--- config.mk ---
export PLATFORM = sky130hd
export DESIGN_NAME = bayer_stream_gen_flat
export DESIGN_NICKNAME = d
export VERILOG_FILES = /design/src/rtl/bayer_stream_gen_pkg.sv /design/src/rtl/bayer_stream_gen_if.sv /design/src/rtl/bayer_stream_gen_pixel.sv /design/src/rtl/bayer_stream_gen.sv /design/src/flat_wrapper.sv
export SDC_FILE = /design/constraint.sdc
export NUM_CORES = 1
export LEC_CHECK = 0
export CAP_MARGIN = 10
export CORE_MARGIN = 2
export CORE_UTILIZATION = 55
export DETAILED_ROUTE_END_ITERATION = 10
export PLACE_DENSITY = 0.8
export SLEW_MARGIN = 15
export SYNTH_ARGS = -nofsm -noshare
export SYNTH_HDL_FRONTEND = slang
export SYNTH_SLANG_ARGS = --single-unit
--- constraint.sdc ---
create_clock -name pixel_clock_in -period 10.03 [get_ports pixel_clock_in]
set_input_delay 2.006 -clock pixel_clock_in [delete_from_list [all_inputs] [get_ports pixel_clock_in]]
set_output_delay 2.006 -clock pixel_clock_in [all_outputs]
set_load 0.1 [all_outputs]
--- src/rtl/bayer_stream_gen_pkg.sv ---
`default_nettype none
// ==== bayer_stream_pkg : shared types and constants for the Bayer stream generator (Rev 1.0) ====
package bayer_stream_pkg;

  typedef enum logic [1:0] {
    PAT_FLAT    = 2'd0,
    PAT_RAMP    = 2'd1,
    PAT_CHECKER = 2'd2,
    PAT_COUNT   = 2'd3
  } pattern_e;

  typedef enum logic [2:0] {
    ST_IDLE    = 3'd0,
    ST_V_FRONT = 3'd1,
    ST_LINE    = 3'd2,
    ST_H_BLANK = 3'd3,
    ST_V_BACK  = 3'd4,
    ST_GAP     = 3'd5
  } state_e;

  localparam logic [9:0] c_FLAT_R   = 10'h3FF;
  localparam logic [9:0] c_FLAT_G   = 10'h200;
  localparam logic [9:0] c_FLAT_B   = 10'h000;
  localparam logic [9:0] c_CHECK_HI = 10'h3FF;
  localparam logic [9:0] c_CHECK_LO = 10'h000;

endpackage
`default_nettype wire

--- src/rtl/bayer_stream_gen_if.sv ---
`default_nettype none
// ==== bayer_stream_gen_if : configuration inputs and raw Bayer stream outputs (Rev 1.0) ====
interface bayer_stream_gen_if;
  logic        start_in;
  logic        continuous_in;
  logic [1:0]  pattern_select_in;
  logic [10:0] x_size_in;
  logic [10:0] y_size_in;
  logic [7:0]  h_blank_in;
  logic [7:0]  v_blank_in;
  logic [9:0]  bayer_data_out;
  logic        line_valid_out;
  logic        frame_valid_out;
  logic        busy_out;
  logic [7:0]  frame_count_out;

  modport master (
    input  start_in, continuous_in, pattern_select_in,
    input  x_size_in, y_size_in, h_blank_in, v_blank_in,
    output bayer_data_out, line_valid_out, frame_valid_out, busy_out, frame_count_out
  );

  modport slave (
    output start_in, continuous_in, pattern_select_in,
    output x_size_in, y_size_in, h_blank_in, v_blank_in,
    input  bayer_data_out, line_valid_out, frame_valid_out, busy_out, frame_count_out
  );
endinterface
`default_nettype wire

--- src/rtl/bayer_stream_gen_pixel.sv ---
`default_nettype none
// ==== bayer_pattern_pixel : combinational test-pattern value for one pixel site (Rev 1.0) ====
module bayer_pattern_pixel
  import bayer_stream_pkg::*;
(
  input  wire pattern_e   i_pattern,
  input  wire logic [9:0] i_x,
  input  wire logic       i_y_odd,
  input  wire logic       i_y_bit3,
  input  wire logic [7:0] i_frame_count,
  output logic [9:0]      o_pixel
);

  always_comb begin
    o_pixel = '0;
    case (i_pattern)
      // RGGB phase: even row/even column is red, odd row/odd column is blue
      PAT_FLAT: begin
        if (!i_y_odd && !i_x[0])     o_pixel = c_FLAT_R;
        else if (i_y_odd && i_x[0])  o_pixel = c_FLAT_B;
        else                         o_pixel = c_FLAT_G;
      end
      PAT_RAMP:    o_pixel = i_x;
      PAT_CHECKER: o_pixel = (i_x[3] ^ i_y_bit3) ? c_CHECK_HI : c_CHECK_LO;
      PAT_COUNT:   o_pixel = {i_frame_count, i_x[1:0]};
      default:     o_pixel = '0;
    endcase
  end

endmodule
`default_nettype wire

--- src/rtl/bayer_stream_gen.sv ---
`default_nettype none
// ==== bayer_stream_gen : raw Bayer frame/line/data stream transmitter for bring-up and self-test (Rev 1.0) ====
module bayer_stream_gen
  import bayer_stream_pkg::*;
#(
  parameter int MAX_X_SIZE = 1288,
  parameter int MAX_Y_SIZE = 768
) (
  input  wire logic          pixel_clock_in,
  input  wire logic          pixel_reset_n_in,
  bayer_stream_gen_if.master bus
);

  localparam logic [10:0] c_MAX_X = 11'(MAX_X_SIZE);
  localparam logic [10:0] c_MAX_Y = 11'(MAX_Y_SIZE);

  state_e      r_state, w_state_nxt;
  logic [10:0] r_cnt, w_cnt_nxt;
  logic [10:0] r_y, w_y_nxt;
  logic [10:0] r_x_last, r_y_last;
  logic [7:0]  r_h_last, r_v_last;
  pattern_e    r_pat;
  logic [7:0]  r_fc;
  logic [9:0]  r_data;
  logic        r_lv, r_fv, r_busy;

  logic        w_latch, w_fc_inc, w_cfg_ok;
  logic [10:0] w_x_clamp, w_y_clamp;
  logic [7:0]  w_h_eff, w_v_eff;
  logic [9:0]  w_pixel;

  assign w_x_clamp = (bus.x_size_in > c_MAX_X) ? c_MAX_X : bus.x_size_in;
  assign w_y_clamp = (bus.y_size_in > c_MAX_Y) ? c_MAX_Y : bus.y_size_in;
  assign w_h_eff   = (bus.h_blank_in == 8'd0) ? 8'd1 : bus.h_blank_in;
  assign w_v_eff   = (bus.v_blank_in == 8'd0) ? 8'd1 : bus.v_blank_in;
  assign w_cfg_ok  = (bus.x_size_in != 11'd0) && (bus.y_size_in != 11'd0);

  // r_cnt is the pixel index in LINE and the elapsed-cycle count in every blanking state
  always_comb begin
    w_state_nxt = r_state;
    w_cnt_nxt   = r_cnt + 11'd1;
    w_y_nxt     = r_y;
    w_latch     = 1'b0;
    w_fc_inc    = 1'b0;
    case (r_state)
      ST_IDLE: begin
        w_cnt_nxt = '0;
        if (bus.start_in && w_cfg_ok) begin
          w_state_nxt = ST_V_FRONT;
          w_latch     = 1'b1;
        end
      end
      ST_V_FRONT: begin
        if (r_cnt == {3'b000, r_v_last}) begin
          w_state_nxt = ST_LINE;
          w_cnt_nxt   = '0;
          w_y_nxt     = '0;
        end
      end
      ST_LINE: begin
        if (r_cnt == r_x_last) begin
          w_state_nxt = ST_H_BLANK;
          w_cnt_nxt   = '0;
        end
      end
      ST_H_BLANK: begin
        if (r_cnt == {3'b000, r_h_last}) begin
          w_cnt_nxt = '0;
          if (r_y == r_y_last) begin
            w_state_nxt = ST_V_BACK;
          end else begin
            w_state_nxt = ST_LINE;
            w_y_nxt     = r_y + 11'd1;
          end
        end
      end
      ST_V_BACK: begin
        if (r_cnt == {3'b000, r_v_last}) begin
          w_state_nxt = ST_GAP;
          w_cnt_nxt   = '0;
          w_fc_inc    = 1'b1;
        end
      end
      ST_GAP: begin
        w_cnt_nxt = '0;
        if (bus.continuous_in && w_cfg_ok) begin
          w_state_nxt = ST_V_FRONT;
          w_latch     = 1'b1;
        end else begin
          w_state_nxt = ST_IDLE;
        end
      end
      default: begin
        w_state_nxt = ST_IDLE;
        w_cnt_nxt   = '0;
      end
    endcase
  end

  bayer_pattern_pixel u_pixel (
    .i_pattern     (r_pat),
    .i_x           (w_cnt_nxt[9:0]),
    .i_y_odd       (w_y_nxt[0]),
    .i_y_bit3      (w_y_nxt[3]),
    .i_frame_count (r_fc),
    .o_pixel       (w_pixel)
  );

  always_ff @(posedge pixel_clock_in) begin
    if (!pixel_reset_n_in) begin
      r_state  <= ST_IDLE;
      r_cnt    <= '0;
      r_y      <= '0;
      r_x_last <= '0;
      r_y_last <= '0;
      r_h_last <= '0;
      r_v_last <= '0;
      r_pat    <= PAT_FLAT;
      r_fc     <= '0;
    end else begin
      r_state <= w_state_nxt;
      r_cnt   <= w_cnt_nxt;
      r_y     <= w_y_nxt;
      if (w_latch) begin
        r_x_last <= w_x_clamp - 11'd1;
        r_y_last <= w_y_clamp - 11'd1;
        r_h_last <= w_h_eff - 8'd1;
        r_v_last <= w_v_eff - 8'd1;
        r_pat    <= pattern_e'(bus.pattern_select_in);
      end
      if (w_fc_inc) r_fc <= r_fc + 8'd1;
    end
  end

  // Outputs are registered from the next state so they change on the same edge as the FSM
  always_ff @(posedge pixel_clock_in) begin
    if (!pixel_reset_n_in) begin
      r_data <= '0;
      r_lv   <= 1'b0;
      r_fv   <= 1'b0;
      r_busy <= 1'b0;
    end else begin
      r_data <= (w_state_nxt == ST_LINE) ? w_pixel : 10'd0;
      r_lv   <= (w_state_nxt == ST_LINE);
      r_fv   <= (w_state_nxt inside {ST_V_FRONT, ST_LINE, ST_H_BLANK, ST_V_BACK});
      r_busy <= (w_state_nxt != ST_IDLE);
    end
  end

  assign bus.bayer_data_out  = r_data;
  assign bus.line_valid_out  = r_lv;
  assign bus.frame_valid_out = r_fv;
  assign bus.busy_out        = r_busy;
  assign bus.frame_count_out = r_fc;

endmodule
`default_nettype wire

--- src/flat_wrapper.sv ---
// flat-port wrapper written by rule: the top's interface ports become plain ports
module bayer_stream_gen_flat import bayer_stream_pkg::*;
#(
  parameter int MAX_X_SIZE = 1288,
  parameter int MAX_Y_SIZE = 768
)
  (pixel_clock_in, pixel_reset_n_in, bus_start_in, bus_continuous_in, bus_pattern_select_in, bus_x_size_in, bus_y_size_in, bus_h_blank_in, bus_v_blank_in, bus_bayer_data_out, bus_line_valid_out, bus_frame_valid_out, bus_busy_out, bus_frame_count_out);
  bayer_stream_gen_if bus_i ();
  input  wire logic pixel_clock_in;
  input  wire logic pixel_reset_n_in;
  input wire logic [$bits(bus_i.start_in)-1:0] bus_start_in;
  input wire logic [$bits(bus_i.continuous_in)-1:0] bus_continuous_in;
  input wire logic [$bits(bus_i.pattern_select_in)-1:0] bus_pattern_select_in;
  input wire logic [$bits(bus_i.x_size_in)-1:0] bus_x_size_in;
  input wire logic [$bits(bus_i.y_size_in)-1:0] bus_y_size_in;
  input wire logic [$bits(bus_i.h_blank_in)-1:0] bus_h_blank_in;
  input wire logic [$bits(bus_i.v_blank_in)-1:0] bus_v_blank_in;
  output wire logic [$bits(bus_i.bayer_data_out)-1:0] bus_bayer_data_out;
  output wire logic [$bits(bus_i.line_valid_out)-1:0] bus_line_valid_out;
  output wire logic [$bits(bus_i.frame_valid_out)-1:0] bus_frame_valid_out;
  output wire logic [$bits(bus_i.busy_out)-1:0] bus_busy_out;
  output wire logic [$bits(bus_i.frame_count_out)-1:0] bus_frame_count_out;
  assign bus_i.start_in = bus_start_in;
  assign bus_i.continuous_in = bus_continuous_in;
  assign bus_i.pattern_select_in = bus_pattern_select_in;
  assign bus_i.x_size_in = bus_x_size_in;
  assign bus_i.y_size_in = bus_y_size_in;
  assign bus_i.h_blank_in = bus_h_blank_in;
  assign bus_i.v_blank_in = bus_v_blank_in;
  assign bus_bayer_data_out = bus_i.bayer_data_out;
  assign bus_line_valid_out = bus_i.line_valid_out;
  assign bus_frame_valid_out = bus_i.frame_valid_out;
  assign bus_busy_out = bus_i.busy_out;
  assign bus_frame_count_out = bus_i.frame_count_out;
  bayer_stream_gen #(.MAX_X_SIZE(MAX_X_SIZE), .MAX_Y_SIZE(MAX_Y_SIZE)) u_core (.pixel_clock_in(pixel_clock_in), .pixel_reset_n_in(pixel_reset_n_in), .bus(bus_i));
endmodule
==> flow_metrics.tcl <==
set metrics [dict create \
    dr.max_layer_used "met4" \
    final_area_um2 5550 \
    core_area_um2 8220 \
    syn-num-nets 613 \
    reg2reg_depth 8 \
    routed_wl_mm 10.5 \
    diodes 0 \
    clkSlewWorstSetupHoldPaths_ns 0.09 \
    fin_tns_setup_ns 0 \
    crit_arrival_ns 5.53 \
    period_needed_ns 5.25 \
    syn_avg_cell_area_um2 8.30 \
    postCtsSetupRepairBufs 0 \
    final_common_cell "dfxtp_1" \
    max_slew_margin_pct 34.1 \
    dpl_cell_area_um2 5340 \
    vdd_ir_drop_max_v 0.0000768 \
    dp_hpwl_mm 7.80 \
    drtIter0Drc 186 \
    drive_above_1_share_pct 5.86 \
    area_delta_synth_final_pct 18.9 \
    drv_slew 0 \
    crit_end "u_core.bus.bayer_data_out[1]$_SDFF_PN0_" \
    numCtsBuffers 9 \
    hold_viol 0 \
    drc_errors 0 \
    start_util_pct 56.8 \
    wl_met2_mm 5.00 \
    fin_util_pct 67.5 \
    wl_per_cell_um 14.6 \
    grt_setup_unrepaired "false" \
    cp-startpoint "bus_x_size_in[3]" \
    clkLatencyLatePin_ns 0.37 \
    grt_usage_pct 24.3 \
    holdCritPathClass "reg -> reg" \
    nNetsFinal 660 \
    placement_rows 33 \
    ctsLongestPathBuffers 2 \
    fin_crit_sh_pct 52.4 \
    cts-resized-gates 0 \
    num_vias 4052 \
    antenna_found_initial 0 \
    r2r-start "u_core.r_cnt[1]$_SDFF_PN0_" \
    numClockSinks 86 \
    fillerInstances 724 \
    max_freq_mhz 190 \
    end_kind "flip-flop" \
    ys_seq_elements 86 \
    synthFlopType "dfxtp_1" \
    maxCapViolations 0 \
    dieArea_um2 9240 \
    grt_overflow 0 \
    setup_viol 0 \
    grt_max_degree 61 \
    cts_tree "done" \
    cts_root_buf "clkbuf_8" \
    drtAntennaViolNets 0 \
    ys_types 53 \
    viasPerCell 5.64 \
    ff2ff_setup_slack_ns 6.30 \
    ys_seq_area_share_pct 36.9 \
    status "finished clean" \
    fin_worst_skew_ns 0.00906 \
    path_class "in -> reg" \
    die_y_um 96.1 \
    die_w_um 96.1 \
    ios 65 \
    m1WireLength_mm 4.89 \
    htree_levels 3 \
    grt_pass1_vias 3811 \
    power.leakage_nw 2.29 \
    place_congestion 0.889 \
    reg2reg_to "u_core.bus.bayer_data_out[1]$_SDFF_PN0_" \
    critical_path.max_fanout 12 \
    cp-start-kind "input pin" \
    postCtsHoldBufs 0 \
    required_ns 10.31 \
    tightest_slew_ns 0.985 \
    syn_area_um2 4670 \
    grt_first_pass_wirelength_mm 17.5 \
    final_cell_mix "dfxtp_1, nand2_1, clkdlybuf4s50_1" \
    numPortBuffers 64 \
    p_per_area_nw_per_um2 148 \
    netlist_instances 562 \
    synthArstFlopShare_pct 0 \
    yosysWarningCount 0 \
    drtPass1Iterations 4 \
    synth_edf_count 0 \
    met3_wirelength_um 493 \
]
==> cell usage after synthesis, types with 11 or more instances <==
cell,count,area share (%)
o211a_1,19,4.1
nor3_1,16,1.7
o21ai_0,15,1.6
nand2_1,85,6.8
clkbuf_1,27,2.2
nor2_1,42,3.4
a21boi_1,11,1.8
nand3_1,25,2.7
xnor2_1,43,8.1
xor2_1,35,6.6
dfxtp_1,86,37
and2_1,12,1.6
nand4_1,12,1.6
==> final cells by class <==
type	count	area (µm²)	share of cell area (%)
Inverter	10	37.5	0.677
Clock inverter	7	80.1	1.44
Timing Repair Buffer	66	656	11.8
Multi-Input combinational cell	436	2800	50.4
Sequential cell	86	1720	31.0
Clock buffer	9	124	2.23
Tap cell	105	131	2.37
==> sequential cells by signal, indices dropped and copies added (netlist names) <==
name	count
u_core.bus.bayer_data_out	10
u_core.bus.busy_out	1
u_core.bus.frame_count_out	8
u_core.bus.frame_valid_out	1
u_core.bus.line_valid_out	1
u_core.r_cnt	11
u_core.r_h_last	8
u_core.r_pat	2
u_core.r_state	3
u_core.r_v_last	8
u_core.r_x_last	11
u_core.r_y	11
u_core.r_y_last	11
==> layer usage <==
metal	up-vias	GRT usage, %
met1	1896	30.7
met4	0	8.69
met5	-	0
met3	8	4.62
met2	96	41.1
li1	2052	-
==> worst min path at each step <==
stage                                                from                              end  slack (ns)  cells after the start
after detailed placement  u_core.r_x_last[5]$_SDFFE_PN0P_  u_core.r_x_last[5]$_SDFFE_PN0P_        0.46                      2
final                     u_core.r_x_last[5]$_SDFFE_PN0P_  u_core.r_x_last[5]$_SDFFE_PN0P_        0.47                      2
after global placement    u_core.r_y_last[8]$_SDFFE_PN0P_  u_core.r_y_last[8]$_SDFFE_PN0P_        0.46                      2
after CTS                 u_core.r_x_last[5]$_SDFFE_PN0P_  u_core.r_x_last[5]$_SDFFE_PN0P_        0.47                      2
after floorplan           u_core.r_y_last[8]$_SDFFE_PN0P_  u_core.r_y_last[8]$_SDFFE_PN0P_        0.44                      2
after global routing      u_core.r_y_last[8]$_SDFFE_PN0P_  u_core.r_y_last[8]$_SDFFE_PN0P_        0.49                      2
==> worst max-delay path: stages <==
cell,delay [ns]
clkdlybuf4s50_1,0.45
or4_4,0.56
or3_4,0.36
nor3_2,0.23
nor3_2,0.08
or4b_4,0.56
nor2_1,0.54
nand3_1,0.56
o311ai_2,0.19
==> through the flow <==
step                      std cells  hold slack, ns  setup WS, ns  power (mW)
after global placement          703           0.457          4.51       0.569
after detailed placement        703           0.460          4.40       0.574
after CTS                       719           0.470          4.79       0.825
after global routing            719           0.493          4.56       0.859
after floorplan                 562           0.442          5.46       0.518
final                           719           0.468          4.78       0.821
==> kinds of logic (layout without fill, tap and decap cells) <==
group,Yosys count,in the layout,share of synthesized area (%)
and+or+nand+nor,251,251,27.1
muxes,2,2,0.429
buffers and inverters,40,92,3.41
adders and majority gates,7,7,1.88
DFF,86,86,36.9
xor gates and xnor gates,78,78,14.6
AOI/OAI and AO/OA,98,98,15.6
==> report_power, final <==
group,leakage [nW],total (mW),internal (mW),switching [mW]
Combinational,1.48,0.181,0.0721,0.109
Sequential,0.702,0.386,0.365,0.0208
Clock,0.102,0.255,0.119,0.136
Total,2.29,0.821,0.556,0.266
No activity file was read; power rests on OpenSTA's default activity.
